## config.mk

```make
export PLATFORM = sky130hd
export DESIGN_NAME = row_feeder
export DESIGN_NICKNAME = d
export VERILOG_FILES = /design/src/rtl/cnn_pkg.sv /design/src/rtl/row_feeder.sv
export SDC_FILE = /design/constraint.sdc
export NUM_CORES = 1
export LEC_CHECK = 0
export ABC_CLOCK_PERIOD_IN_PS = 3500
export CORE_MARGIN = 5
export CORE_UTILIZATION = 40
export DETAILED_ROUTE_END_ITERATION = 10
export GPL_TIMING_DRIVEN = 0
export PLACE_DENSITY_LB_ADDON = 0.15
export RECOVER_POWER = 50
export SLEW_MARGIN = 15
export SYNTH_ARGS = -nofsm -noshare
export SYNTH_HDL_FRONTEND = slang
export SYNTH_SLANG_ARGS = --single-unit
```

## constraint.sdc

```tcl
create_clock -name clk -period 3.5 [get_ports clk]
set_input_delay 0.7 -clock clk [delete_from_list [all_inputs] [get_ports clk]]
set_output_delay 0.7 -clock clk [all_outputs]
set_load 0.005 [all_outputs]
```

## src/rtl/cnn_pkg.sv

```systemverilog
// Shared definitions for the CNN front end: row_feeder default sizes and the
// frame-sequencing state encoding used by cnn_top and its feeders.
package cnn_pkg;

    localparam int CNN_PIX_W   = 8;
    localparam int CNN_ROW_LEN = 24;
    localparam int CNN_ROWS    = 24;
    localparam int CNN_ROW_GAP = 1000;

    typedef enum logic {
        STREAM      = 1'b0,
        WAIT_RESULT = 1'b1
    } frame_state_t;

    // Counter width that stays at least one bit for degenerate sizes.
    function automatic int cnt_width(input int n);
        return (n < 2) ? 1 : $clog2(n);
    endfunction

endpackage

```

## src/rtl/row_feeder.sv

```systemverilog
// Packs a pixel stream into rows and hands each row to the classifier at most
// once per ROW_GAP cycles, pausing at frame end until the classifier reports.
module row_feeder
    import cnn_pkg::*;
#(
    parameter int PIX_W   = CNN_PIX_W,
    parameter int ROW_LEN = CNN_ROW_LEN,
    parameter int ROWS    = CNN_ROWS,
    parameter int ROW_GAP = CNN_ROW_GAP
) (
    input  logic                       clk,
    input  logic                       reset,
    input  logic [PIX_W-1:0]           pix_i,
    input  logic                       pix_valid_i,
    output logic                       pix_ready_o,
    output logic [ROW_LEN*PIX_W-1:0]   row_data_o,
    output logic                       row_valid_o,
    output logic [cnt_width(ROWS)-1:0] row_idx_o,
    input  logic                       result_valid_i,
    output logic                       frame_done_o
);

    localparam int IDX_W = cnt_width(ROWS);
    localparam int CNT_W = cnt_width(ROW_LEN + 1);
    localparam int GAP_W = cnt_width(ROW_GAP);

    localparam logic [CNT_W-1:0] CNT_FULL = CNT_W'(ROW_LEN);
    localparam logic [IDX_W-1:0] LAST_ROW = IDX_W'(ROWS - 1);
    localparam logic [GAP_W-1:0] GAP_LOAD = GAP_W'(ROW_GAP - 1);

    frame_state_t               state;
    frame_state_t               state_next;
    logic                       frame_done_next;
    logic [CNT_W-1:0]           cnt;
    logic [GAP_W-1:0]           gap_cnt;
    logic [IDX_W-1:0]           row_num;
    logic [ROW_LEN*PIX_W-1:0]   fill;
    logic                       row_full;
    logic                       pix_take;
    logic                       emit;

    // Ready depends only on registered state, so there is no valid->ready path.
    assign row_full    = (cnt == CNT_FULL);
    assign pix_ready_o = !row_full;
    assign pix_take    = pix_valid_i && pix_ready_o;
    assign emit        = row_full && (gap_cnt == '0) && (state == STREAM);

    // NOTE: state registers use non-blocking assignments so every flop samples
    // pre-edge values regardless of process evaluation order.
    always_ff @(posedge clk) begin
        if (reset) begin
            state <= STREAM;
        end else begin
            state <= state_next;
        end
    end

    // NOTE: defaults first, so every path assigns every output and no latch is inferred.
    always_comb begin
        state_next      = state;
        frame_done_next = 1'b0;
        case (state)
            STREAM: begin
                if (emit && (row_num == LAST_ROW)) begin
                    state_next = WAIT_RESULT;
                end
            end
            WAIT_RESULT: begin
                if (result_valid_i) begin
                    state_next      = STREAM;
                    frame_done_next = 1'b1;
                end
            end
            default: state_next = STREAM;
        endcase
    end

    always_ff @(posedge clk) begin
        if (reset) begin
            cnt          <= '0;
            gap_cnt      <= '0;
            row_num      <= '0;
            row_data_o   <= '0;
            row_idx_o    <= '0;
            row_valid_o  <= 1'b0;
            frame_done_o <= 1'b0;
        end else begin
            row_valid_o  <= emit;
            frame_done_o <= frame_done_next;

            if (emit) begin
                row_data_o <= fill;
                row_idx_o  <= row_num;
                cnt        <= '0;
                gap_cnt    <= GAP_LOAD;
            end else begin
                if (pix_take) begin
                    cnt <= cnt + CNT_W'(1);
                end
                if (gap_cnt != '0) begin
                    gap_cnt <= gap_cnt - GAP_W'(1);
                end
            end

            // The row number parks on the last row until the result arrives.
            if (frame_done_next) begin
                row_num <= '0;
            end else if (emit && (row_num != LAST_ROW)) begin
                row_num <= row_num + IDX_W'(1);
            end
        end
    end

    // NOTE: the fill buffer is not reset; every byte is rewritten before a row
    // can be emitted, so a reset would have no observable effect.
    always_ff @(posedge clk) begin
        if (pix_take) begin
            fill[int'(cnt)*PIX_W +: PIX_W] <= pix_i;
        end
    end

endmodule

```

Word-level counts from Yosys, hierarchy flattened
Index checks and enable logic that the tools add are counted.
{"block": "classes", "add_sub_neg": 4, "n_eq_ne": 3, "shifts": 2, "muxes": 8, "bitwise": 1, "reduce_logical": 11}
{"operator": "$bwmux W192", "count": 1}
{"operator": "$shift A8 B33 Y192 const A", "count": 1}
{"operator": "$shiftx A8 B33 Y192", "count": 1}
{"operator": "$neg A8 Y33", "count": 1}
{"operator": "$mux W10", "count": 2}
{"operator": "$add A5 B1 Y5 const B", "count": 2}
{"operator": "$eq A5 B5 Y1 const B", "count": 2}
{"operator": "$logic_not A10 Y1", "count": 1}
{"operator": "$reduce_bool A10 Y1", "count": 1}
{"operator": "$sub A10 B1 Y10 const B", "count": 1}
{"operator": "$logic_and A1 B1 Y1", "count": 5}
{"operator": "$ne A5 B5 Y1 const B", "count": 1}
{"operator": "$mux W1", "count": 4}
{"operator": "$reduce_or A2 Y1", "count": 2}
{"operator": "$pmux W1 S2", "count": 1}
{"operator": "$reduce_bool A2 Y1", "count": 1}
{"operator": "$logic_not A1 Y1", "count": 1}
{"operator": "$not A1 Y1", "count": 1}
{"block": "word_totals", "ff_bits": 412, "inputBits": 12, "out_inout_bits": 200}

Longest topological paths before layout
{"block": "depth", "word_depth": 6, "ltp_mapped": 12}

Least setup slack after synthesis
Ideal clock, no wire load.
{"block": "synth_timing", "path_type": "reg-to-reg", "startpoint": "register cnt[0]", "endpoint": "register fill[144] (enable)", "setup_time_ps": 370, "arrival_ps": 2859, "slack_ps": 271, "path_stages_with_launch": 13, "path_buffers": 5, "cell_sequence": "dfxtp_1 > clkbuf_1 > inv_1 > ha_1 > clkbuf_2 > nand2b_1 > nor2_1 > ha_1 > or3_1 > clkbuf_1 > clkbuf_1 > buf_1 > nor2_1"}
{"block": "synth_via", "elab_chain_len": 3}
{"element": "start, declared", "line_no": "row_feeder.sv:34", "rtl": "logic [CNT_W-1:0] cnt;"}
{"element": "start signal, assigned", "line_no": "row_feeder.sv:98", "rtl": "cnt <= cnt + CNT_W'(1);"}
{"element": "$eq A5 B5 Y1", "line_no": "row_feeder.sv:43", "rtl": "assign row_full = (cnt == CNT_FULL);"}
{"element": "$logic_not A1 Y1", "line_no": "row_feeder.sv:44", "rtl": "assign pix_ready_o = !row_full;"}
{"element": "$logic_and A1 B1 Y1", "line_no": "row_feeder.sv:45", "rtl": "assign pix_take = pix_valid_i && pix_ready_o;"}
{"element": "end signal, assigned by index", "line_no": "row_feeder.sv:118", "rtl": "fill[int'(cnt)*PIX_W +: PIX_W] <= pix_i;"}
{"element": "end, declared", "line_no": "row_feeder.sv:37", "rtl": "logic [ROW_LEN*PIX_W-1:0] fill;"}
No other way between the ends.
A chain may end at the register's enable or synchronous reset.

Worst setup path after layout
{"block": "layout_timing", "startpoint": "register cnt[0]", "endpoint": "register fill[148] (enable)"}
Same word-level chain as after synthesis.

==> impl_metrics.ini <==
[outcome]
outcome = finished, final reports clean

[synthesis]
most_used_dff_post_synth = sky130_fd_sc_hd__dfxtp_1
post_synth_main_area_contributors = sky130_fd_sc_hd__edfxtp_1 (40%), sky130_fd_sc_hd__dfxtp_1 (31%), sky130_fd_sc_hd__a22o_1 (12%)
avgSynthCellArea_um2 = 12.9
post_synth_inst_count = 1110
synth_async_sr_flop_share = 0
seq_area_frac_synth = 0.712
synth-seq-cells = 412
yosysWarningCount = 0
biggest_area_consumer_among_synthesized_cells = sky130_fd_sc_hd__edfxtp_1
synth_top_area_share = 0.404
net_count_of_the_mapped_netlist = 1127
synth_cell_type_count = 45
count_of_flip_flops_with_a_built_in_enable_after_synthesis = 192
synth_area_um2 = 14300

[worst_setup_path]
crit_type = reg2reg
startpoint_type = register
regToRegEndpoint = fill[148]
cp_max_fo = 10
register_to_register_setup_slack_ns = 0.14
critical_path.reg2reg.startpoint = cnt[0]
cp_data_required_time_ns = 3.71
cp-end-kind = register
reg2reg_depth = 12
critPathArrivalTime_ns = 3.57

[cells_and_area]
antenna_cells_inserted = 0
multi_input_area_um2 = 3880
final_layout_size_suffix_gt1_frac = 0.102
area_delta_synth_final_pct = 30.4
register_area_um2 = 10200
final_net_count = 1378
post_layout_nonfiller_instances = 1857
fillerInstances = 3090

[global_route]
first_pass_grt_wire_length_mm = 59.6
antenna_found_initial = 1
via_count_of_the_first_global_routing_pass = 9340
grt_start_max_net_pins = 15
globalRouteOverflowTotal = 0
grt_use_total = 0.200

[power_and_ir_drop]
clockPowerShare = 0.455
power.leakage_nw = 7.38
swShare = 0.225
p_sw_w = 0.00239
worst_ir_drop_vdd_mv = 0.329
share_comb_of_total_power = 0.064
power_density_nw_per_um2 = 570
seq_power_share = 0.481
power.internal_w = 0.00823
finalPower_w = 0.0106

[place]
hpwl_mm = 28.1
io_buffer_count = 203
placed_cells = 1774
gp_routability_congestion = 0.855

[clock_tree]
cts-buffers-inserted = 43
clockRootBuffer = sky130_fd_sc_hd__clkbuf_16
tritoncts = built
worst_skew_pair.late_latency_ns = 0.54
max-clock-path-buffers = 3
cts_sinks = 412
cts.htree.levels = 2
path_clk_slew_ns = 0.06

[timing]
worst_clock_skew_ns = 0.0179
setup_tns_ns = 0
fmax_ghz = 0.297
slew_headroom = 0.320
final_period_minus_worst_setup_slack_ns = 3.36
timing.final.max_slew_violations = 0
rsz0062_at_grt = true
max_slew.worst_pin.slew_ns = 1.02
layout_worst_path_cycle_share = 0.961
hold_violations = 0
setup_viol = 0

[floorplan]
die_height_um = 199
core.rowCount = 69
dieArea_um2 = 39600
effective_utilization_at_floorplan = 0.403
num_ports = 212
coreArea_um2 = 35400
die_width_um = 199

[detailed_routing]
viasPerCell = 5.17
postRouteAntennaNets = 0
vias_post_dr = 9607
route.detailed.wl_per_inst_um = 21.8
detailed_router_iteration_count_before_antenna_repair = 5
drt_first_iter_violations = 600
route.final.wire_length_mm = 40.5
number_of_remaining_drc_errors = 0

[min_path]
hold_path_startpoint = fill[132]
worst_hold_path.endpoint = row_data_o[132]
holdPathStages = 1
hp-class = reg2reg

[run]
number_of_max_capacitance_violations_reported = 0
-- layout make-up --
| class | instances | share of cell area |
|---|---|---|
| Buffer | 83 | 0.0201 |
| Clock buffer | 63 | 0.0684 |
| Clock inverter | 17 | 0.0134 |
| Inverter | 7 | 0.00141 |
| Multi-Input combinational cell | 607 | 0.209 |
| Sequential cell | 412 | 0.546 |
| Tap cell | 461 | 0.0310 |
| Timing Repair Buffer | 207 | 0.111 |
-- timing repair --
item                                    4_1_cts  5_1_grt
endpoints found under the setup margin      332      206
buffers inserted                              0        4
gates resized for setup                      37       19
pin swaps                                     0        2
hold buffers                                  0        0
-- logic make-up after synthesis --
family          synth area share
flops                      0.712
simple gates               0.113
compound gates             0.138
buf+inv                   0.0277
xor+xnor                 0.00491
fa+ha+maj                0.00438
-- power by group through the flow --
stage	registers [W]	logic, W	clock network, W
after floorplan	0.00520	0.000462	0
after global routing	0.00511	0.000753	0.00512
after detailed placement	0.00521	0.000653	0
final	0.00511	0.000681	0.00483
after global placement	0.00521	0.000642	0
after CTS	0.00511	0.000671	0.00490
-- sequential cells by signal (all words and copies together), names as in the netlist --
name / flops
cnt: 5
fill: 192
frame_done_o: 1
gap_cnt: 10
row_data_o: 192
row_idx_o: 5
row_num: 5
row_valid_o: 1
state: 1
-- per-stage QoR --
step                      hold slack [ns]   util  cell area, um^2  worst slack (ns)
after floorplan                     0.436      -            14300             0.271
after global routing                0.462  0.526            18600           -0.0167
after detailed placement            0.440  0.477            16900            -0.656
final                               0.450  0.526            18600             0.138
after CTS                           0.426  0.523            18500            0.0216
after global placement              0.437  0.477            16900            -0.672
-- critical path, cell delays in order, from the launching register on --
cell and delay [ns]:
sky130_fd_sc_hd__dfxtp_1 0.39, sky130_fd_sc_hd__clkbuf_2 0.26, sky130_fd_sc_hd__inv_1 0.12, sky130_fd_sc_hd__ha_1 0.20, sky130_fd_sc_hd__clkbuf_2 0.16, sky130_fd_sc_hd__nand2b_1 0.14
sky130_fd_sc_hd__nor2_1 0.06, sky130_fd_sc_hd__ha_1 0.38, sky130_fd_sc_hd__or3_1 0.40, sky130_fd_sc_hd__clkbuf_1 0.14, sky130_fd_sc_hd__clkbuf_2 0.26, sky130_fd_sc_hd__buf_4 0.28
sky130_fd_sc_hd__nor2_4 0.26
-- cell usage after synthesis (2+ instances only) --
library cell and count:
sky130_fd_sc_hd__nor3b_1 2, sky130_fd_sc_hd__buf_1 2, sky130_fd_sc_hd__nor2b_1 4, sky130_fd_sc_hd__or3_1 6
sky130_fd_sc_hd__or4_1 2, sky130_fd_sc_hd__a211oi_1 7, sky130_fd_sc_hd__inv_1 7, sky130_fd_sc_hd__dfxtp_1 220
sky130_fd_sc_hd__xnor2_1 5, sky130_fd_sc_hd__nand2b_1 9, sky130_fd_sc_hd__ha_1 5, sky130_fd_sc_hd__a22o_1 196
sky130_fd_sc_hd__o21a_1 2, sky130_fd_sc_hd__o21ai_0 5, sky130_fd_sc_hd__xor2_1 3, sky130_fd_sc_hd__clkbuf_1 49
sky130_fd_sc_hd__nor2_1 194, sky130_fd_sc_hd__nor4_1 4, sky130_fd_sc_hd__nor3_1 29, sky130_fd_sc_hd__a2111oi_0 2
sky130_fd_sc_hd__buf_4 5, sky130_fd_sc_hd__buf_2 27, sky130_fd_sc_hd__edfxtp_1 192, sky130_fd_sc_hd__and2_1 22
sky130_fd_sc_hd__nand2_1 58, sky130_fd_sc_hd__a311oi_1 3, sky130_fd_sc_hd__nand4_1 3, sky130_fd_sc_hd__nand3_1 16
sky130_fd_sc_hd__or4_4 2, sky130_fd_sc_hd__a21oi_1 14
-- worst max path at each step --
| stage | startpoint | end | slack [ns] | cells after the start |
|---|---|---|---|---|
| after floorplan | cnt[0] | fill[144] | 0.27 | 12 |
| after global routing | cnt[0] | fill[146] | -0.02 | 12 |
| after detailed placement | cnt[0] | fill[18] | -0.66 | 12 |
| final | cnt[0] | fill[148] | 0.14 | 12 |
| after CTS | cnt[0] | fill[126] | 0.02 | 11 |
| after global placement | cnt[0] | fill[18] | -0.67 | 12 |
-- cell usage in the layout, fill, tap and decap left out, types with 6 or more instances in the layout --
cell,count
sky130_fd_sc_hd__a211oi_1,7
sky130_fd_sc_hd__a21oi_1,14
sky130_fd_sc_hd__a22o_1,196
sky130_fd_sc_hd__and2_1,22
sky130_fd_sc_hd__buf_2,27
sky130_fd_sc_hd__buf_4,9
sky130_fd_sc_hd__bufinv_16,6
sky130_fd_sc_hd__clkbuf_1,54
sky130_fd_sc_hd__clkbuf_16,45
sky130_fd_sc_hd__clkbuf_8,8
sky130_fd_sc_hd__dfxtp_1,220
sky130_fd_sc_hd__dlygate4sd3_1,199
sky130_fd_sc_hd__edfxtp_1,192
sky130_fd_sc_hd__inv_1,7
sky130_fd_sc_hd__nand2_1,58
sky130_fd_sc_hd__nand2b_1,8
sky130_fd_sc_hd__nand3_1,16
sky130_fd_sc_hd__nor2_1,173
sky130_fd_sc_hd__nor2_4,17
sky130_fd_sc_hd__nor3_1,27
-- metal layers --
metal,vias up,global-route usage,part of all wire
met5,-,0,0.00027
met4,2,0.0453,0.021
met3,64,0.0354,0.063
met2,305,0.335,0.48
met1,4665,0.274,0.43
li1,4571,-,-
No activity file was read; power rests on OpenSTA's default activity.
